<file path="src/rtl/sha3_msg_packer.sv">
// Packs a byte stream MSB-first into 64-bit words for a SHA-3 core.
// A message whose last byte fills a whole word is followed by an all-zero is_last word.
module sha3_msg_packer (
    input  logic        clk,
    input  logic        reset,
    input  logic [7:0]  s_data,
    input  logic        s_valid,
    input  logic        s_last,
    output logic        s_ready,
    input  logic        buffer_full,
    output logic [63:0] out,
    output logic        in_ready,
    output logic        is_last,
    output logic [2:0]  byte_num,
    output logic [15:0] msg_count
);

    typedef enum logic [1:0] {
        FILL     = 2'd0,
        EMIT     = 2'd1,
        EMIT_PAD = 2'd2
    } state_t;

    state_t      r_state;
    state_t      w_state_next;
    logic [2:0]  r_cnt;
    logic        r_is_last;
    logic        r_pad_pending;
    logic [2:0]  r_byte_num;
    logic [15:0] r_msg_count;

    logic        w_transfer;
    logic        w_word_done;
    logic        w_consume;
    logic        w_emit_consume;
    logic        w_msg_done;
    logic        w_cnt_full;

    assign s_ready        = (r_state == FILL) && !reset;
    assign in_ready       = ((r_state == EMIT) || (r_state == EMIT_PAD)) && !buffer_full && !reset;
    assign w_transfer     = s_valid && s_ready;
    assign w_cnt_full     = (r_cnt == 3'd7);
    assign w_word_done    = w_transfer && (s_last || w_cnt_full);
    assign w_consume      = in_ready;
    assign w_emit_consume = w_consume && (r_state == EMIT);
    assign w_msg_done     = w_consume && (((r_state == EMIT) && r_is_last) || (r_state == EMIT_PAD));

    assign is_last   = ((r_state == EMIT) && r_is_last) || (r_state == EMIT_PAD);
    assign byte_num  = (r_state == EMIT) ? r_byte_num : 3'd0;
    assign msg_count = r_msg_count;

    // One register per byte lane; lanes clear once their word is consumed so
    // the next partial word and the pad word present zeros in unused lanes.
    genvar gi;
    generate
        for (gi = 0; gi < 8; gi++) begin : g_lane
            logic [7:0] r_lane;

            always_ff @(posedge clk) begin
                if (reset) begin
                    r_lane <= 8'h00;
                end else if (w_emit_consume) begin
                    r_lane <= 8'h00;
                end else if (w_transfer && (r_cnt == 3'(gi))) begin
                    r_lane <= s_data;
                end
            end

            assign out[63 - 8*gi -: 8] = r_lane;
        end
    endgenerate

    always_ff @(posedge clk) begin
        if (reset) begin
            r_state <= FILL;
        end else begin
            r_state <= w_state_next;
        end
    end

    always_comb begin
        w_state_next = r_state;
        case (r_state)
            FILL: begin
                if (w_word_done) begin
                    w_state_next = EMIT;
                end
            end
            EMIT: begin
                if (w_consume) begin
                    w_state_next = r_pad_pending ? EMIT_PAD : FILL;
                end
            end
            EMIT_PAD: begin
                if (w_consume) begin
                    w_state_next = FILL;
                end
            end
            default: w_state_next = FILL;
        endcase
    end

    // Word attributes are latched with the completing byte and held through EMIT.
    always_ff @(posedge clk) begin
        if (reset) begin
            r_cnt         <= 3'd0;
            r_is_last     <= 1'b0;
            r_pad_pending <= 1'b0;
            r_byte_num    <= 3'd0;
        end else if (w_transfer) begin
            if (w_word_done) begin
                r_cnt         <= 3'd0;
                r_is_last     <= s_last && !w_cnt_full;
                r_pad_pending <= s_last && w_cnt_full;
                r_byte_num    <= (s_last && !w_cnt_full) ? (r_cnt + 3'd1) : 3'd0;
            end else begin
                r_cnt <= r_cnt + 3'd1;
            end
        end
    end

    always_ff @(posedge clk) begin
        if (reset) begin
            r_msg_count <= 16'h0000;
        end else if (w_msg_done) begin
            r_msg_count <= r_msg_count + 16'h0001;
        end
    end

endmodule

</file>
<file path="config.mk">
export PLATFORM = sky130hd
export DESIGN_NAME = sha3_msg_packer
export DESIGN_NICKNAME = d
export VERILOG_FILES = /design/src/rtl/sha3_msg_packer.sv
export SDC_FILE = /design/constraint.sdc
export NUM_CORES = 1
export LEC_CHECK = 0
export ABC_AREA = 1
export CAP_MARGIN = 20
export CORE_MARGIN = 2
export CORE_UTILIZATION = 50
export CTS_CLUSTER_SIZE = 16
export DETAILED_ROUTE_END_ITERATION = 10
export DONT_BUFFER_PORTS = 1
export MAX_ROUTING_LAYER = met4
export SLEW_MARGIN = 20
export SYNTH_ARGS = -nofsm -noshare
export SYNTH_HDL_FRONTEND = slang
export SYNTH_SLANG_ARGS = --single-unit
</file>
<file path="constraint.sdc">
create_clock -name clk -period 2.1 [get_ports clk]
set_input_delay 0.21 -clock clk [delete_from_list [all_inputs] [get_ports clk]]
set_output_delay 0.21 -clock clk [all_outputs]
set_load 0.005 [all_outputs]
</file>
Yosys cells after proc, flatten, opt, wreduce, memory -nomap -nowiden
Cells that the tools add are included.
- register bits: 90
- bits of input ports: 13
- output and inout port bits: 86
- word-level logic and storage cells: 65
- add/subtract/negate cells: 2
- eq/ne operators: 12
- muxes and demuxes: 8
- reductions and logical operators: 29
- operators by type and width (kind ; number):
    1-bit logical AND ; 18
    16-bit by 1-bit adder with 16-bit output (second input constant) ; 1
    3-bit equality test (second input constant) ; 4
    3-bit two-way mux ; 3
    2-bit two-way mux ; 4
    3-bit by 2-bit equality test with 1-bit output (second input constant) ; 2
    2-bit inequality test (second input constant) ; 3
    2-bit case mux with 3 select lines ; 1
    3-bit by 1-bit adder with 3-bit output (second input constant) ; 1
    3-bit by 1-bit equality test with 1-bit output (second input constant) ; 1
    1-bit logical NOT ; 3
    3-bit logical NOT ; 1
    1-bit logical OR ; 3
    3-bit AND reduction ; 1
    2-bit by 1-bit equality test with 1-bit output (second input constant) ; 1
    2-bit equality test (second input constant) ; 1
    2-bit logical NOT ; 1
    2-bit AND reduction ; 1
    2-bit OR reduction ; 1

Longest topological paths before layout
Gate-level depths: netlist (run 1).
- depth after elaboration: 6
- depth in mapped cells: 11
- gate-level depth less buffers: 11

Worst setup path before layout (run 1)
Ideal clock, no wire load.
- path type: reg2reg
- start point: register r_state[0]
- end point: register g_lane[1].r_lane[0]
- library setup time: 0.132 ns
- arrival: 1.450 ns
- data required time: 1.968 ns
- setup slack: 0.518 ns
- cell stages (with the launch flop): 11
- buffers on the path: 1
- clock period less this slack: 1.582 ns
- cell sequence: dfxtp_1 inv_1 ha_1 inv_2 nor2_4 nand2_2 buf_6 nor3_4 inv_2 nand2_1 a21oi_1
- elaborated cells between the ends (all ways): 11
- classes of those cells: 2 x eq/ne; 9 x reduce/logical
- RTL lines (item ; RTL line ; text):
    from (decl) ; 24 ; state_t r_state;
    from (signal assigned) ; 77 ; r_state <= w_state_next;
    2-bit logical NOT ; 39 ; assign s_ready = (r_state == FILL) && !reset;
    1-bit logical AND ; 39 ;
    net s_ready ; 9 ; output logic s_ready,
    1-bit logical AND ; 41 ; assign w_transfer = s_valid && s_ready;
    1-bit logical AND ; 64 ; end else if (w_transfer && (r_cnt == 3'(gi))) begin
    to (signal assigned) ; 65 ; r_lane <= s_data;
    to (decl) ; 57 ; logic [7:0] r_lane;
The timed path passes the listed nets, and every way through them passes these cells.
A chain may end at the register's enable or synchronous reset.

Worst setup path after layout (run 1)
- start point: register r_state[1]
- end point: register g_lane[6].r_lane[6]
- word-level cells in the longest chain between the ends: 6
- elaborated cells between the ends (all ways): 11
- classes of those cells: 2 x eq/ne; 9 x reduce/logical
- ends and longest elaborated chain (item ; RTL line ; text):
    2-bit by 1-bit equality test with 1-bit output / 2-bit equality test (equally long branches) ; 40, 45 ;
    1-bit logical OR ; 40 ; assign in_ready = ((r_state == EMIT) || (r_state == EMIT_PAD)) && !buffer_full && !reset;
    1-bit logical AND (2 in a row) ; 40 ;
    1-bit logical AND ; 45 ; assign w_emit_consume = w_consume && (r_state == EMIT);
    2-bit OR reduction (no source line) ; n/a ;
    to (signal assigned) ; 65 ;
    to (decl) ; 57 ;
Parallel ways exist; a longest one is shown, timed or not.

==> results_dict.tcl, run 1 <==
set metrics [dict create \
    routed-via-count 3260 \
    dieWidth_um 91.64 \
    setup_viol_count_final 0 \
    final_layout_size_suffix_gt1_share_pct 9.245 \
    route.final.wire_length_mm 9.812 \
    design.portCount 99 \
    maximum_number_of_pins_on_one_net_before_global_route_repair 38 \
    preCtsSetupSlack_ps 158.4 \
    tightestPinTransition_ps 466.5 \
    place_hpwl_mm 6.448 \
    multi_input_comb_area_um2 1738 \
    num_antenna_cells 0 \
    overall_track_demand_over_capacity_in_global_routing_pct 24.67 \
    layoutNonFillerInstCount 629 \
    yosys.area_share.simple_pct 30.07 \
    power_mw 3.773 \
    drv.max_cap_violation_count 0 \
    synth_top_family_by_area "simple AND/OR/NAND/NOR gates" \
    synth_cells 514 \
    p_leak_nw 1.615 \
    die_y_um 91.64 \
    power-per-cell-area_nw_per_um2 875.9 \
    outcome "finished, final reports clean" \
    finalInstanceArea_um2 4308 \
    seqPwrFrac_pct 47.6 \
    crit_path_end_kind "flip-flop" \
    critical_path.max_fanout 15 \
    syn2layout_area_growth_pct 12.19 \
    worst-endpoint-arrival_ps 2060 \
    drc_violation_count_after_routing 0 \
    synthAdderAreaFrac_pct 3.584 \
    timing.clock.skew_ps 20.50 \
    hold-worst-slack_ps 13.12 \
    synth-xor-area-share_pct 0.4562 \
    report.final.hold_viol_count 0 \
    ys_seq_elements 90 \
    synthDominantAreaCellType "sky130_fd_sc_hd__dfxtp_1" \
    post-route-period-util_pct 86.57 \
    insertion_delay_ps 360 \
    cts_root_buffer "sky130_fd_sc_hd__clkbuf_8" \
    grt_first_pass_wirelength_mm 15.72 \
    post_synth_mux_area_share_pct 0 \
    worst_slack_ps 282.1 \
    clkTransAtPathRegs_ps 90 \
    synthMostInstantiatedCell "sky130_fd_sc_hd__nand2_1" \
    postLayoutCoreUtil_pct 58.76 \
    clock_power_share_pct 36.1 \
    synth_compound_gate_area_share_pct 11.01 \
    core-area_um2 7331 \
    cp-start-kind "flip-flop" \
    maxSlewViolCount 0 \
    cts_made_buffers 9 \
    dr.pass1.iters 4 \
    syn-mean-instance-area_um2 7.471 \
    synth_largest_type_area_fraction_pct 46.92 \
    placed_area_um2 3920 \
    worst_ir_drop_vdd_v 0.0005304 \
    finalSetupTns_ps 0 \
    globalRouteOverflowTotal 0 \
    min-delay-path-class "input port to flip-flop" \
    tritoncts_clock_tree "done" \
    post_synth_most_frequent_cells "sky130_fd_sc_hd__nand2_1 (166), sky130_fd_sc_hd__dfxtp_1 (90), sky130_fd_sc_hd__a21oi_1 (73)" \
    timing.fmax_mhz 550.1 \
    floorplan.initialDensity_pct 52.38 \
    max-clock-path-buffers 2 \
    nNetsFinal 549 \
    antenna_violating_nets_post_route 0 \
    fillers 688 \
    vias_in_the_first_global_route 2967 \
    net-switching-power_mw 1.103 \
    drtIter0Drc 219 \
    relSlewSlack_pct 68.90 \
    timing.critical_path.required_ps 2340 \
    finalCriticalPeriod_ps 1818 \
    avgRoutedWirePerCell_um 15.60 \
    critical_path_class "flip-flop to flip-flop" \
    yosysWarningCount 0 \
    netlist-cell-type-count 28 \
    routabilityCongestion 0.8680 \
    switching_share_pct 29.24 \
    dieArea_um2 8397 \
    unrepaired_setup_endpoints_after_global_routing "no" \
    combPwrFrac_pct 16.3 \
    sequential_area_share_after_synthesis_pct 46.92 \
    internal_power_mw 2.670 \
    async_flop_share_pct 0 \
    grt_antenna_before_repair 0 \
    vias_per_cell 5.183 \
    syn_nets 538 \
    regArea_um2 1802 \
    synth_area_um2 3840 \
    htree_levels 3 \
    number_of_cell_rows 31 \
    placed_cells_incl_taps 599 \
    synth.top_cells.by_area "sky130_fd_sc_hd__dfxtp_1 (47%), sky130_fd_sc_hd__nand2_1 (16%), sky130_fd_sc_hd__a21oi_1 (9.5%)" \
    primary_flip_flop_cell_chosen_by_synthesis_mapping "sky130_fd_sc_hd__dfxtp_1" \
    port-buffer-count 0 \
    number_of_clock_sinks 90 \
    number_of_enable_type_register_cells_in_the_synthesized_netlist 0 \
]
[routing by layer]
| metal | global-route usage [%] | up-vias | part of all wire [%] |
|---|---|---|---|
| met5 | - | - | 0 |
| met4 | 5.177 | 0 | 0.48 |
| met3 | 8.710 | 4 | 9.1 |
| met2 | 39.34 | 108 | 48 |
| met1 | 30.36 | 1489 | 43 |
| li1 | - | 1659 | - |
[final timing paths]
path                       startpoint  cells after the start  slack (ps)                  end
setup / recovery           r_state[1]                      8         280  g_lane[6].r_lane[6]
hold / removal              s_data[7]                      2          10  g_lane[3].r_lane[7]
setup reg to reg           r_state[1]                      8         280  g_lane[6].r_lane[6]
hold reg to reg   g_lane[7].r_lane[2]                      2         480  g_lane[7].r_lane[2]
[registers in the layout, indices dropped and copies added (netlist names)]
name,count
r_pad_pending,1
r_state,2
r_byte_num,3
r_is_last,1
r_cnt,3
g_lane.r_lane,64
msg_count,16
[power by group through the flow]
| stage | sequential, mW | combinational, mW | clock [mW] |
|---|---|---|---|
| after floorplan | 1.83 | 0.485 | 0 |
| after global placement | 1.83 | 0.560 | 0 |
| after detailed placement | 1.84 | 0.569 | 0 |
| after CTS | 1.80 | 0.607 | 1.38 |
| after global routing | 1.80 | 0.697 | 1.48 |
| final | 1.79 | 0.616 | 1.36 |
[worst max-delay path, cell delays in order, from the launching register on]
cell                      delay [ps]
sky130_fd_sc_hd__dfxtp_1         370
sky130_fd_sc_hd__inv_1            90
sky130_fd_sc_hd__ha_1            300
sky130_fd_sc_hd__inv_1            40
sky130_fd_sc_hd__nor2_1          200
sky130_fd_sc_hd__nand2_1         100
sky130_fd_sc_hd__nand2_2         270
sky130_fd_sc_hd__buf_4           270
sky130_fd_sc_hd__a21oi_1          60
[area by class of cell]
cell class | instances | share of cell area [%]
Clock buffer | 10 | 3.195
Timing Repair Buffer | 22 | 5.170
Clock inverter | 6 | 2.207
Tap cell | 99 | 2.875
Sequential cell | 90 | 41.82
Inverter | 49 | 4.386
Multi-Input combinational cell | 353 | 40.34
[placed cells by master, fill, tap and decap left out]
cell                            synthesis  layout
sky130_fd_sc_hd__inv_6                  1       3
sky130_fd_sc_hd__dlygate4sd3_1          0      13
sky130_fd_sc_hd__buf_12                 0       2
sky130_fd_sc_hd__nand3_1               27      27
sky130_fd_sc_hd__clkbuf_8               0      10
sky130_fd_sc_hd__nor2_1                36      36
sky130_fd_sc_hd__nand2_4                0       1
sky130_fd_sc_hd__dfxtp_1               90      90
sky130_fd_sc_hd__inv_2                  8       8
sky130_fd_sc_hd__buf_4                  3       7
sky130_fd_sc_hd__o211ai_1               2       2
sky130_fd_sc_hd__nand4_1                7       7
sky130_fd_sc_hd__xor2_1                 2       2
sky130_fd_sc_hd__o21ai_0                7       7
sky130_fd_sc_hd__nand2_2                4       3
sky130_fd_sc_hd__clkinv_4               0       2
sky130_fd_sc_hd__nor3_1                 3       3
sky130_fd_sc_hd__nand3b_1               2       2
sky130_fd_sc_hd__inv_1                 40      40
sky130_fd_sc_hd__a21oi_1               73      73
sky130_fd_sc_hd__nor3_4                 6       6
sky130_fd_sc_hd__nor2_2                 1       1
sky130_fd_sc_hd__ha_1                  11      11
sky130_fd_sc_hd__nand2_1              166     166
sky130_fd_sc_hd__nor3b_1                1       1
sky130_fd_sc_hd__bufinv_16              0       2
sky130_fd_sc_hd__nand3_4                1       1
sky130_fd_sc_hd__nor2_4                 3       3
sky130_fd_sc_hd__a21boi_1               1       1
[kinds of logic (layout without fill, tap and decap cells)]
kind of cell,Yosys count,in the layout
AOI/OAI and AO/OA,83,83
xor gates and xnor gates,2,2
adders and majority gates,11,11
buffers and inverters,71,87
DFF,90,90
and+or+nand+nor,257,257
[what timing repair did]
| action | CTS | global route |
|---|---|---|
| hold buffers | 9 | 4 |
| gates resized for setup | 0 | 1 |
| endpoints found under the setup margin | 0 | 11 |
| hold endpoints to repair | 58 | 5 |
| buffers inserted | 0 | 1 |
Note: power is estimated with default switching activity, not from simulation.
==> inputs of run 2 (changes only) <==
--- a/config.mk
+++ b/config.mk
@@ -7,6 +7,7 @@
 export LEC_CHECK = 0
 export ABC_AREA = 1
 export CAP_MARGIN = 20
+export CORE_ASPECT_RATIO = 0.6
 export CORE_MARGIN = 2
 export CORE_UTILIZATION = 50
 export CTS_CLUSTER_SIZE = 16
==> results_dict.tcl, run 2 (same netlist as run 1, synthesis figures left out) <==
set metrics [dict create \
    crit_path_max_incr_delay_ps 330 \
    critical_register_to_register_path_startpoint "r_state[0]" \
    htree_levels 3 \
    critical_path.max_fanout 9 \
    min_delay_path_depth 2 \
    tritoncts_clock_tree "done" \
    grt_busiest_layer "met1" \
    timing.clock.skew_ps 6.653 \
    grt_met1_use_pct 34.02 \
    overall_track_demand_over_capacity_in_global_routing_pct 23.85 \
    regArea_um2 1802 \
    postCtsSetupBuffers 0 \
    relSlewSlack_pct 68.77 \
    r2r-end "g_lane[4].r_lane[1]" \
    timing.critical_path.required_ps 2310 \
    insertion_delay_ps 330 \
    final_common_cell "sky130_fd_sc_hd__nand2_1" \
    worst_path_dominant_cell_family "simple AND/OR/NAND/NOR gates" \
    design.portCount 99 \
    cp-start-kind "flip-flop" \
    finalSetupTns_ps 0 \
    dr.pass1.iters 5 \
    drtIter0Drc 323 \
    finalCriticalPeriod_ps 1890 \
    vias_per_cell 5.116 \
    antenna_violating_nets_post_route 0 \
    timing.hold.worst_endpoint "g_lane[5].r_lane[6]" \
    timing.fmax_mhz 529.1 \
    core-area_um2 7357 \
    cts_made_buffers 9 \
    hold_path_startpoint "s_data[6]" \
    layout_common_cells "sky130_fd_sc_hd__nand2_1 (166), sky130_fd_sc_hd__dfxtp_1 (90), sky130_fd_sc_hd__a21oi_1 (73)" \
    critPathSlowestCell "sky130_fd_sc_hd__dfxtp_1" \
    vias_in_the_first_global_route 2950 \
    largest_reg_flops 64 \
    critical_path_class "flip-flop to flip-flop" \
    path_cells "inv_1 > ha_1 > inv_2 > nor2_4 > nand2_2 > buf_4 > nor3_4 > inv_2 > nand2_1 > a21oi_1" \
    unrepaired_setup_endpoints_after_global_routing "no" \
    globalRouteOverflowTotal 0 \
    grt_first_pass_wirelength_mm 14.87 \
    avgRoutedWirePerCell_um 14.94 \
    grtUsageMet2_pct 31.28 \
    port-buffer-count 0 \
    worst-endpoint-arrival_ps 2100 \
    outcome "finished, final reports clean" \
    top_register "g_lane.r_lane" \
    dieArea_um2 8420 \
    place_hpwl_mm 6.605 \
    drc_violation_count_after_routing 0 \
    p_leak_nw 1.583 \
    maxSlewViolCount 0 \
    post-route-period-util_pct 89.99 \
    multi_input_comb_area_um2 1733 \
    dieWidth_um 117.1 \
    grt_antenna_before_repair 0 \
    cts_resized 0 \
    fillers 702 \
    drv.max_cap_violation_count 0 \
    path_common_cell "sky130_fd_sc_hd__inv_2" \
    number_of_clock_sinks 90 \
    clkTransAtPathRegs_ps 60 \
    floorplan.initialDensity_pct 52.19 \
    setup_viol_count_final 0 \
    number_of_cell_rows 24 \
    route.final.wire_length_mm 9.309 \
    final_layout_size_suffix_gt1_share_pct 9.249 \
    die_y_um 71.88 \
    power-per-cell-area_nw_per_um2 935.8 \
    finalInstanceArea_um2 4249 \
    worst_ir_drop_vdd_v 0.0005489 \
    cts_root_buffer "sky130_fd_sc_hd__clkbuf_16" \
    max-clock-path-buffers 2 \
    reg2reg_depth 10 \
    power_mw 3.976 \
    routed-via-count 3187 \
    crit_path_end_kind "flip-flop" \
    grt_util_met3_pct 8.968 \
    syn2layout_area_growth_pct 10.66 \
    placed_area_um2 3941 \
    reg2reg_slack_ps 210 \
    min-delay-path-class "input port to flip-flop" \
    report.final.hold_viol_count 0 \
    routabilityCongestion 0.8425 \
    tightestPinTransition_ps 468.4 \
    critical_path.n_buffers_inverters 4 \
    maximum_number_of_pins_on_one_net_before_global_route_repair 65 \
    num_antenna_cells 0 \
    nNetsFinal 538 \
]
## run 2: power breakdown
part	switching [mW]	internal (mW)	leakage, nW
registers	0.0412	1.76	0.726
logic	0.402	0.198	0.714
clock network	0.621	0.955	0.143
## run 2: timing repair
action / CTS / global route
endpoints found under the hold margin: 9 / 0
setup endpoints to repair: 0 / 0
hold buffers: 1 / 0
## run 2: area by class of cell
cell class / count / area share, %
clock buffers: 12 / 5.801
clock inverters: 4 / 1.207
inverters: 49 / 4.446
multi-input cells: 353 / 40.78
flip-flops and latches: 90 / 42.40
well taps: 104 / 3.062
repair buffers: 11 / 2.297
## run 2: routing by layer
metal	up-vias	routed length, um
li1	1640	-
met1	1427	4357
met2	113	3696
met3	7	1176
met4	0	79
met5	-	0
## run 2: worst max-delay path by stage
stage,slack (ps),depth (start not counted),start,end
floorplan,520,10,r_state[0],g_lane[1].r_lane[0]
global placement,230,10,r_state[0],g_lane[4].r_lane[7]
detailed placement,200,10,r_state[0],g_lane[4].r_lane[2]
CTS,200,10,r_state[0],g_lane[4].r_lane[0]
global route,30,10,r_state[1],g_lane[4].r_lane[0]
finish,210,10,r_state[0],g_lane[4].r_lane[1]
## run 2: worst register-to-register path, delay by kind of cell (launching register included)
family	cells	cell delay, ps
buffers and inverters	4	510
flip-flops	1	330
AND/OR/NAND/NOR	4	680
AO/OA/AOI/OAI	1	60
adder cells (fa/ha/maj)	1	200
## run 2: per-stage QoR
step / instances / hold WS (ps) / utilization (%) / worst slack, ps
2_1_floorplan: 514 / 408.5 / - / 517.9
5_1_grt: 623 / 13.53 / 57.76 / 25.58
6_report: 623 / 18.51 / 57.76 / 210.2
3_3_place_gp: 606 / 282.5 / 53.57 / 234.9
4_1_cts: 623 / 9.395 / 57.76 / 195.0
3_5_place_dp: 606 / 282.2 / 53.57 / 204.1
